<file path="src/rtl/mod_data_mem_loader_pkg.sv">
// -----------------------------------------------------------------------------
// mod_data_mem_loader_pkg
// Shared definitions for the data-memory loader:
//   - FSM state encodings (2-bit)
//   - default parameter values
//   - event priority index constants and the decoded-operation type
//   - select_op(): picks the single highest-priority event of a cycle
// -----------------------------------------------------------------------------
package mod_data_mem_loader_pkg;

  typedef enum logic [1:0] {
    ST_IDLE  = 2'd0,
    ST_EDIT  = 2'd1,
    ST_WRITE = 2'd2,
    ST_DRAIN = 2'd3
  } loader_state_e;

  localparam int DEF_DEBOUNCE_CYCLES   = 250000;
  localparam int DEF_WRITE_HOLD_CYCLES = 15001;
  localparam int DEF_ADDR_WIDTH        = 10;

  // Event vector bit positions; a lower index means a higher priority.
  localparam int NUM_EVENTS  = 5;
  localparam int EV_COMMIT   = 0;
  localparam int EV_LATCH_HI = 1;
  localparam int EV_LATCH_LO = 2;
  localparam int EV_NEXT     = 3;
  localparam int EV_PREV     = 4;

  typedef enum logic [2:0] {
    OP_NONE     = 3'd0,
    OP_COMMIT   = 3'd1,
    OP_LATCH_HI = 3'd2,
    OP_LATCH_LO = 3'd3,
    OP_NEXT     = 3'd4,
    OP_PREV     = 3'd5
  } loader_op_e;

  // Only the highest-priority event survives; the rest are dropped.
  function automatic loader_op_e select_op(input logic [NUM_EVENTS-1:0] ev);
    loader_op_e op;
    if (ev[EV_COMMIT])        op = OP_COMMIT;
    else if (ev[EV_LATCH_HI]) op = OP_LATCH_HI;
    else if (ev[EV_LATCH_LO]) op = OP_LATCH_LO;
    else if (ev[EV_NEXT])     op = OP_NEXT;
    else if (ev[EV_PREV])     op = OP_PREV;
    else                      op = OP_NONE;
    return op;
  endfunction

endpackage

</file>
<file path="src/rtl/mod_data_mem_loader_debounce.sv">
// -----------------------------------------------------------------------------
// mod_button_debounce
// One push button: 2-flop synchronizer, stable-level debounce counter and a
// single-cycle pulse on each accepted rising edge (no auto-repeat).
// Ports:
//   clk      in  board clock
//   reset    in  asynchronous, active-high
//   btn_i    in  raw button level
//   pulse_o  out one-cycle event per accepted press
// -----------------------------------------------------------------------------
module mod_button_debounce
  import mod_data_mem_loader_pkg::*;
#(
  parameter int DEBOUNCE_CYCLES = DEF_DEBOUNCE_CYCLES
) (
  input  logic clk,
  input  logic reset,
  input  logic btn_i,
  output logic pulse_o
);

  localparam int CW = (DEBOUNCE_CYCLES > 1) ? $clog2(DEBOUNCE_CYCLES) : 1;

  logic          sync1_q, sync2_q;
  logic          level_q, level_d;
  logic          pulse_q, pulse_d;
  logic [CW-1:0] cnt_q, cnt_d;

  // Debounce: the synchronized level must differ from the accepted level for
  // DEBOUNCE_CYCLES consecutive cycles before it is adopted.
  always_comb begin
    level_d = level_q;
    pulse_d = 1'b0;
    cnt_d   = cnt_q;
    if (sync2_q == level_q) begin
      cnt_d = {CW{1'b0}};
    end else if (cnt_q == CW'(DEBOUNCE_CYCLES - 1)) begin
      level_d = sync2_q;
      pulse_d = sync2_q;
      cnt_d   = {CW{1'b0}};
    end else begin
      cnt_d = cnt_q + CW'(1);
    end
  end

  // Synchronizer, debounce state and pulse registers.
  always_ff @(posedge clk or posedge reset) begin
    if (reset) begin
      sync1_q <= 1'b0;
      sync2_q <= 1'b0;
      level_q <= 1'b0;
      pulse_q <= 1'b0;
      cnt_q   <= {CW{1'b0}};
    end else begin
      sync1_q <= btn_i;
      sync2_q <= sync1_q;
      level_q <= level_d;
      pulse_q <= pulse_d;
      cnt_q   <= cnt_d;
    end
  end

  assign pulse_o = pulse_q;

endmodule

</file>
<file path="src/rtl/mod_data_mem_loader.sv">
// -----------------------------------------------------------------------------
// mod_data_mem_loader
// Board-side writer for data memory port 2. Words are staged from 16 switches
// (low/high halves), written with a strobe stretched to WRITE_HOLD_CYCLES so
// the divided-clock memory captures it, and the processor is held meanwhile.
// Ports:
//   clk, reset (async, active-high)
//   load_mode                 loader owns port 2 / holds processor
//   sw_data[15:0]             switch value
//   btn_latch_lo/_hi, btn_commit, btn_next, btn_prev   raw buttons
//   mem_address[31:0], mem_write_data[31:0], mem_write   memory port 2
//   proc_hold, staged_word[31:0], write_count[15:0], busy
// Configuration macro: LOADER_AUTO_INCR_EN -- when defined, each completed
// write also advances the address (with wrap).
// -----------------------------------------------------------------------------
module mod_data_mem_loader
  import mod_data_mem_loader_pkg::*;
#(
  parameter int DEBOUNCE_CYCLES   = DEF_DEBOUNCE_CYCLES,
  parameter int WRITE_HOLD_CYCLES = DEF_WRITE_HOLD_CYCLES,
  parameter int ADDR_WIDTH        = DEF_ADDR_WIDTH
) (
  input  logic        clk,
  input  logic        reset,
  input  logic        load_mode,
  input  logic [15:0] sw_data,
  input  logic        btn_latch_lo,
  input  logic        btn_latch_hi,
  input  logic        btn_commit,
  input  logic        btn_next,
  input  logic        btn_prev,
  output logic [31:0] mem_address,
  output logic [31:0] mem_write_data,
  output logic        mem_write,
  output logic        proc_hold,
  output logic [31:0] staged_word,
  output logic [15:0] write_count,
  output logic        busy
);

  localparam int HW = (WRITE_HOLD_CYCLES > 1) ? $clog2(WRITE_HOLD_CYCLES) : 1;

  loader_state_e           state_q, state_d;
  logic [NUM_EVENTS-1:0]   btn_raw_s, ev_s;
  loader_op_e              op_s;
  logic                    hold_done_s;
  logic [HW-1:0]           hold_cnt_q, hold_cnt_d;
  logic                    lm_fell_q, lm_fell_d;
  logic [31:0]             staged_q, staged_d;
  logic [31:0]             wdata_q, wdata_d;
  logic [ADDR_WIDTH-1:0]   addr_q, addr_d;
  logic [15:0]             wcount_q, wcount_d;
  logic                    mem_write_q, mem_write_d;
  logic                    busy_q, busy_d;
  logic                    proc_hold_q, proc_hold_d;

  assign btn_raw_s[EV_COMMIT]   = btn_commit;
  assign btn_raw_s[EV_LATCH_HI] = btn_latch_hi;
  assign btn_raw_s[EV_LATCH_LO] = btn_latch_lo;
  assign btn_raw_s[EV_NEXT]     = btn_next;
  assign btn_raw_s[EV_PREV]     = btn_prev;

  for (genvar g = 0; g < NUM_EVENTS; g++) begin : g_btn
    mod_button_debounce #(
      .DEBOUNCE_CYCLES(DEBOUNCE_CYCLES)
    ) u_btn (
      .clk    (clk),
      .reset  (reset),
      .btn_i  (btn_raw_s[g]),
      .pulse_o(ev_s[g])
    );
  end

  // Events count only in EDIT while load_mode is still held; otherwise dropped.
  assign op_s = (state_q == ST_EDIT && load_mode) ? select_op(ev_s) : OP_NONE;

  assign hold_done_s = (state_q == ST_WRITE) && (hold_cnt_q == HW'(WRITE_HOLD_CYCLES - 1));

  // FSM state register.
  always_ff @(posedge clk or posedge reset) begin
    if (reset) begin
      state_q <= ST_IDLE;
    end else begin
      state_q <= state_d;
    end
  end

  // FSM next-state logic.
  always_comb begin
    state_d = state_q;
    case (state_q)
      ST_IDLE: begin
        if (load_mode) state_d = ST_EDIT;
        else           state_d = ST_IDLE;
      end
      ST_EDIT: begin
        if (!load_mode)             state_d = ST_IDLE;
        else if (op_s == OP_COMMIT) state_d = ST_WRITE;
        else                        state_d = ST_EDIT;
      end
      ST_WRITE: begin
        // A write is never cut short; a dropped load_mode only redirects the exit.
        if (!hold_done_s)                 state_d = ST_WRITE;
        else if (lm_fell_q || !load_mode) state_d = ST_DRAIN;
        else                              state_d = ST_EDIT;
      end
      ST_DRAIN: state_d = ST_IDLE;
      default:  state_d = ST_IDLE;
    endcase
  end

  // FSM output decode; strobes follow the next state so they are registered
  // yet line up with the WRITE cycles, while proc_hold lags the state by one.
  always_comb begin
    mem_write_d = (state_d == ST_WRITE);
    busy_d      = (state_d == ST_WRITE);
    proc_hold_d = (state_q != ST_IDLE);
  end

  // Datapath next-state: staging, address, write hold counter, write count.
  always_comb begin
    staged_d   = staged_q;
    wdata_d    = wdata_q;
    addr_d     = addr_q;
    wcount_d   = wcount_q;
    hold_cnt_d = hold_cnt_q;
    lm_fell_d  = lm_fell_q;
    case (op_s)
      OP_COMMIT: begin
        wdata_d    = staged_q;
        hold_cnt_d = {HW{1'b0}};
        lm_fell_d  = 1'b0;
      end
      OP_LATCH_HI: staged_d[31:16] = sw_data;
      OP_LATCH_LO: staged_d[15:0]  = sw_data;
      OP_NEXT:     addr_d = addr_q + ADDR_WIDTH'(1);
      OP_PREV:     addr_d = addr_q - ADDR_WIDTH'(1);
      OP_NONE:     staged_d = staged_q;
      default:     staged_d = staged_q;
    endcase
    if (state_q == ST_WRITE) begin
      if (!load_mode) lm_fell_d = 1'b1;
      else            lm_fell_d = lm_fell_q;
      if (hold_done_s) begin
        hold_cnt_d = {HW{1'b0}};
        if (wcount_q != 16'hFFFF) wcount_d = wcount_q + 16'd1;
        else                      wcount_d = wcount_q;
`ifdef LOADER_AUTO_INCR_EN
        addr_d = addr_q + ADDR_WIDTH'(1);
`else
        addr_d = addr_q;
`endif
      end else begin
        hold_cnt_d = hold_cnt_q + HW'(1);
      end
    end else begin
      lm_fell_d = lm_fell_d;
    end
  end

  // Datapath and output registers.
  always_ff @(posedge clk or posedge reset) begin
    if (reset) begin
      staged_q    <= 32'd0;
      wdata_q     <= 32'd0;
      addr_q      <= {ADDR_WIDTH{1'b0}};
      wcount_q    <= 16'd0;
      hold_cnt_q  <= {HW{1'b0}};
      lm_fell_q   <= 1'b0;
      mem_write_q <= 1'b0;
      busy_q      <= 1'b0;
      proc_hold_q <= 1'b0;
    end else begin
      staged_q    <= staged_d;
      wdata_q     <= wdata_d;
      addr_q      <= addr_d;
      wcount_q    <= wcount_d;
      hold_cnt_q  <= hold_cnt_d;
      lm_fell_q   <= lm_fell_d;
      mem_write_q <= mem_write_d;
      busy_q      <= busy_d;
      proc_hold_q <= proc_hold_d;
    end
  end

  assign mem_address    = 32'(addr_q);
  assign mem_write_data = wdata_q;
  assign mem_write      = mem_write_q;
  assign busy           = busy_q;
  assign proc_hold      = proc_hold_q;
  assign staged_word    = staged_q;
  assign write_count    = wcount_q;

endmodule

</file>
<file path="config.mk">
export PLATFORM = sky130hd
export DESIGN_NAME = mod_data_mem_loader
export DESIGN_NICKNAME = d
export VERILOG_FILES = /design/src/rtl/mod_data_mem_loader_pkg.sv /design/src/rtl/mod_data_mem_loader_debounce.sv /design/src/rtl/mod_data_mem_loader.sv
export SDC_FILE = /design/constraint.sdc
export NUM_CORES = 1
export LEC_CHECK = 0
export CAP_MARGIN = 20
export CORE_MARGIN = 3
export CORE_UTILIZATION = 40
export CTS_CLUSTER_SIZE = 40
export DETAILED_ROUTE_END_ITERATION = 8
export GPL_ROUTABILITY_DRIVEN = 0
export RECOVER_POWER = 50
export SYNTH_ARGS = -nofsm -noshare
export SYNTH_HDL_FRONTEND = slang
export SYNTH_SLANG_ARGS = --single-unit
export TNS_END_PERCENT = 100
</file>
<file path="constraint.sdc">
create_clock -name clk -period 23.7 [get_ports clk]
set_clock_uncertainty 0.2 [all_clocks]
set_input_delay 4.74 -clock clk [delete_from_list [all_inputs] [get_ports clk]]
set_output_delay 4.74 -clock clk [all_outputs]
set_load 0.05 [all_outputs]
</file>
==> metrics.md <==
| Metric | Value |
|---|---|
| Fmax | 108 MHz |
| Final Cycle Share | 38.9% |
| Die Y | 164 um |
| Pre-CTS setup slack | 15.72 ns |
| Reg2Reg Setup Slack | 20.24 ns |
| Post-synth top cells | 219 x dfrtp_1, 112 x nor2_1, 72 x mux2_2, 59 x xor2_1, 57 x nand2_1 |
| Most used cell, CP | buf_4 |
| Crit path cell chain | dlygate4sd3_1, clkinvlp_2, buf_4, buf_4 |
| Synth Area per Inst | 11.3 um^2 |
| Crit start category | input port |
| Reg2Reg Depth | 5 |
| Initial cell density of the core | 40.9% |
| Status | finished with violations |
| R2r endpoint | write_count[13]$_DFFE_PP0P_ |
| Final setup viols | 0 |
| Layout cells sized above 1 | 12.4% |
| Initial DRC Count | 384 |
| Crit path kind | in -> async |
| TritonCTS Buffers | 25 |
| Hpwl dp | 13,600 um |
| Routed wire length | 20,200 um |
| Clock tree sinks | 219 |
| Crit-path slowest cell | clkinvlp_2 |
| Largest net degree at the start of global routing | 102 |
| Crit path time final | 9.23 ns |
| Clock root cell | clkbuf_16 |
| CP delay by family, top | buffers and inverters |
| Antenna cell count | 0 |
| Hold slack final | 0.149 ns |
| Setup TNS | 0 ns |
| CTS tree | done |
| Cell Area, Synth | 0.00998 mm^2 |
| Slew @ Worst Pin | 4.49 ns |
| Routed Antenna Nets | 0 |
| Core area | 0.0244 mm^2 |
| Sequential area share after synthesis | 54.9% |
| PwrDens | 66.3 mW/mm^2 |
| Port Buffer Count | 116 |
| Max-slew headroom | -201% |
| Clk pin slew, worst setup/hold paths | 0.05 ns |
| Count leader, synth | dfrtp_1 |
| Post-synth top flop | dfrtp_1 |
| Die extent in x | 164 um |
| #FFs+latches synth | 219 |
| Total I/O pin count | 139 |
| Die area | 0.0269 mm^2 |
| Syn-to-layout area delta | 22.1% |
| Max_cap viols | 2 |
| Synth warn | 0 |
| Post-synth EDFFs | 0 |
| Crit path DAT | 9.58 ns |
| RSZ-0062 raised after global routing | no |
| H-tree depth | 1 |
| Total track usage | 14.8% |
| Worst Setup Slack, final | 14.47 ns |
| Vias in the first global route | 6,421 |
| DR pass1 iterations | 4 |
| Clk buf depth | 3 |
| Critical Path RT | 24.06 ns |
| Post-CTS Repair Setup Buffers | 0 |
| Max Transition Viols Final | 136 |
| Drt drc | 0 |
| Pleak | 0.00551 uW |
| CP Capture Type | asynchronous set/reset pin |
| Cells after Synth | 881 |
| NumNets Final | 1,043 |
| Vias per cell | 4.99 |
| Row count | 57 |
| Hold Path Sink | g_btn[3].u_btn.sync2_q$_DFF_PP0_ |
| Finished Core Util | 49.9% |
| Hold path cells | 0 |
| GR Overflow Total | 0 |
| Min-delay src | g_btn[3].u_btn.sync1_q$_DFF_PP0_ |
| Crit Reg-Reg Startpoint | hold_cnt_q[5]$_DFFE_PP0P_ |
| Failing checks | capacitance limit, slew limit |
| Worst skew pair latency | 0.52 ns |
| Class of the worst hold path | reg -> reg |
| Avg WL per Cell | 14.9 um |
| Yosys top cell area share | 54.9% |
| Via Count | 6,737 |
| Synth cell types | 59 |
| Synth area leaders | dfrtp_1 55%, mux2_2 8.1%, xor2_1 5.2% |
| Async SR Flop Fraction | 100% |
| Max VDD drop | 0.0000480 V |
| Largest stage delay, worst path | 2.48 ns |
| Crit Path Max Fanout | 101 |
| First-pass GRT wire length | 33,000 um |
| Synth area leader | dfrtp_1 |
| Antenna violations before repair | 0 |
| Hold_buf cts | 0 |
| WP buf/inv | 4 |
| Final Hold Fails | 0 |
| Post-CTS Resized | 0 |
[worst reg2reg max path, stage by stage (launching register included)]
cell	delay, ns
dfrtp_1	0.42
or3b_2	0.47
nor4_1	1.12
nand3_1	0.55
nor2_1	0.24
mux2_2	0.35
[sequential cells by signal (all words and copies together) (netlist names), 2 cells and up]
signal,flops
g_btn.u_btn.sync2_q,5
g_btn.u_btn.level_q,5
write_count,16
addr_q,10
g_btn.u_btn.cnt_q,90
g_btn.u_btn.sync1_q,5
staged_word,32
state_q,2
g_btn.u_btn.pulse_o,5
hold_cnt_q,14
mem_write_data,32
[kinds of logic after synthesis]
| family | Yosys count | synth area share (%) |
|---|---|---|
| AO/OA/AOI/OAI | 44 | 2.66 |
| buffers and inverters | 53 | 2.96 |
| AND/OR/NAND/NOR | 369 | 20.0 |
| multiplexers | 78 | 8.74 |
| other | 1 | 0.0376 |
| adder cells (fa/ha/maj) | 10 | 1.25 |
| flip-flops | 219 | 54.9 |
| XOR/XNOR | 107 | 9.39 |
[per-stage QoR]
stage	cell area [um^2]	total power, uW	instances
CTS	12300	821	1348
detailed placement	11400	414	1304
floorplan	10100	408	902
global route	12200	841	1350
global placement	11400	414	1304
finish	12200	808	1350
[power breakdown]
group	internal [uW]	switching, uW
clock network	252	149
registers	377	2.48
logic	6.10	20.3
total	636	172
[final cells by class]
type	count	area [um^2]
fillers	2209	12200
flip-flops and latches	219	5480
multi-input cells	630	4190
repair buffers	121	1190
clock buffers	35	713
well taps	324	405
clock inverters	9	151
inverters	12	46.3
[routing by layer]
layer / wire (um) / global-route usage (%) / up-vias
met3: 1310 / 3.63 / 26
met2: 8630 / 22.6 / 148
li1: - / - / 3284
met5: 0 / 0 / -
met4: 307 / 3.19 / 0
met1: 9910 / 21.5 / 3279
[worst max path at each step]
stage                          from                            endpoint  slack [ns]  cells past startpoint
final                         reset               addr_q[6]$_DFFE_PP0P_       14.47                      4
after global routing          reset  g_btn[0].u_btn.cnt_q[10]$_DFF_PP0_       13.55                      4
after CTS                 load_mode               addr_q[9]$_DFFE_PP0P_       16.26                     10
after detailed placement  load_mode               addr_q[9]$_DFFE_PP0P_       15.72                     10
after global placement    load_mode               addr_q[9]$_DFFE_PP0P_       15.78                     10
after floorplan               reset               addr_q[0]$_DFFE_PP0P_       12.77                      1
[cells in the final DEF, fill, tap and decap left out, drive strengths merged, types with 4 or more instances in the layout]
cell           Yosys  final
dfrtp            219    219
nor2             113    113
clkdlybuf4s50      0    109
mux2              73     73
xor2              59     59
nand2             59     59
xnor2             48     48
nand3             44     44
clkbuf             9     37
and3              28     28
nand4             27     27
nor3              24     24
conb               1     22
o21ai             16     16
a21oi             13     13
nor4              12     12
inv               12     12
ha                10     10
nor3b              9      9
dlygate4sd3        0      7
nor4b              7      7
nand2b             6      6
nand3b             6      6
or3                6      6
and4               5      5
or2                5      5
mux2i              5      5
bufinv             0      4
or4b               4      4
Note: power is estimated with default switching activity, not from simulation.
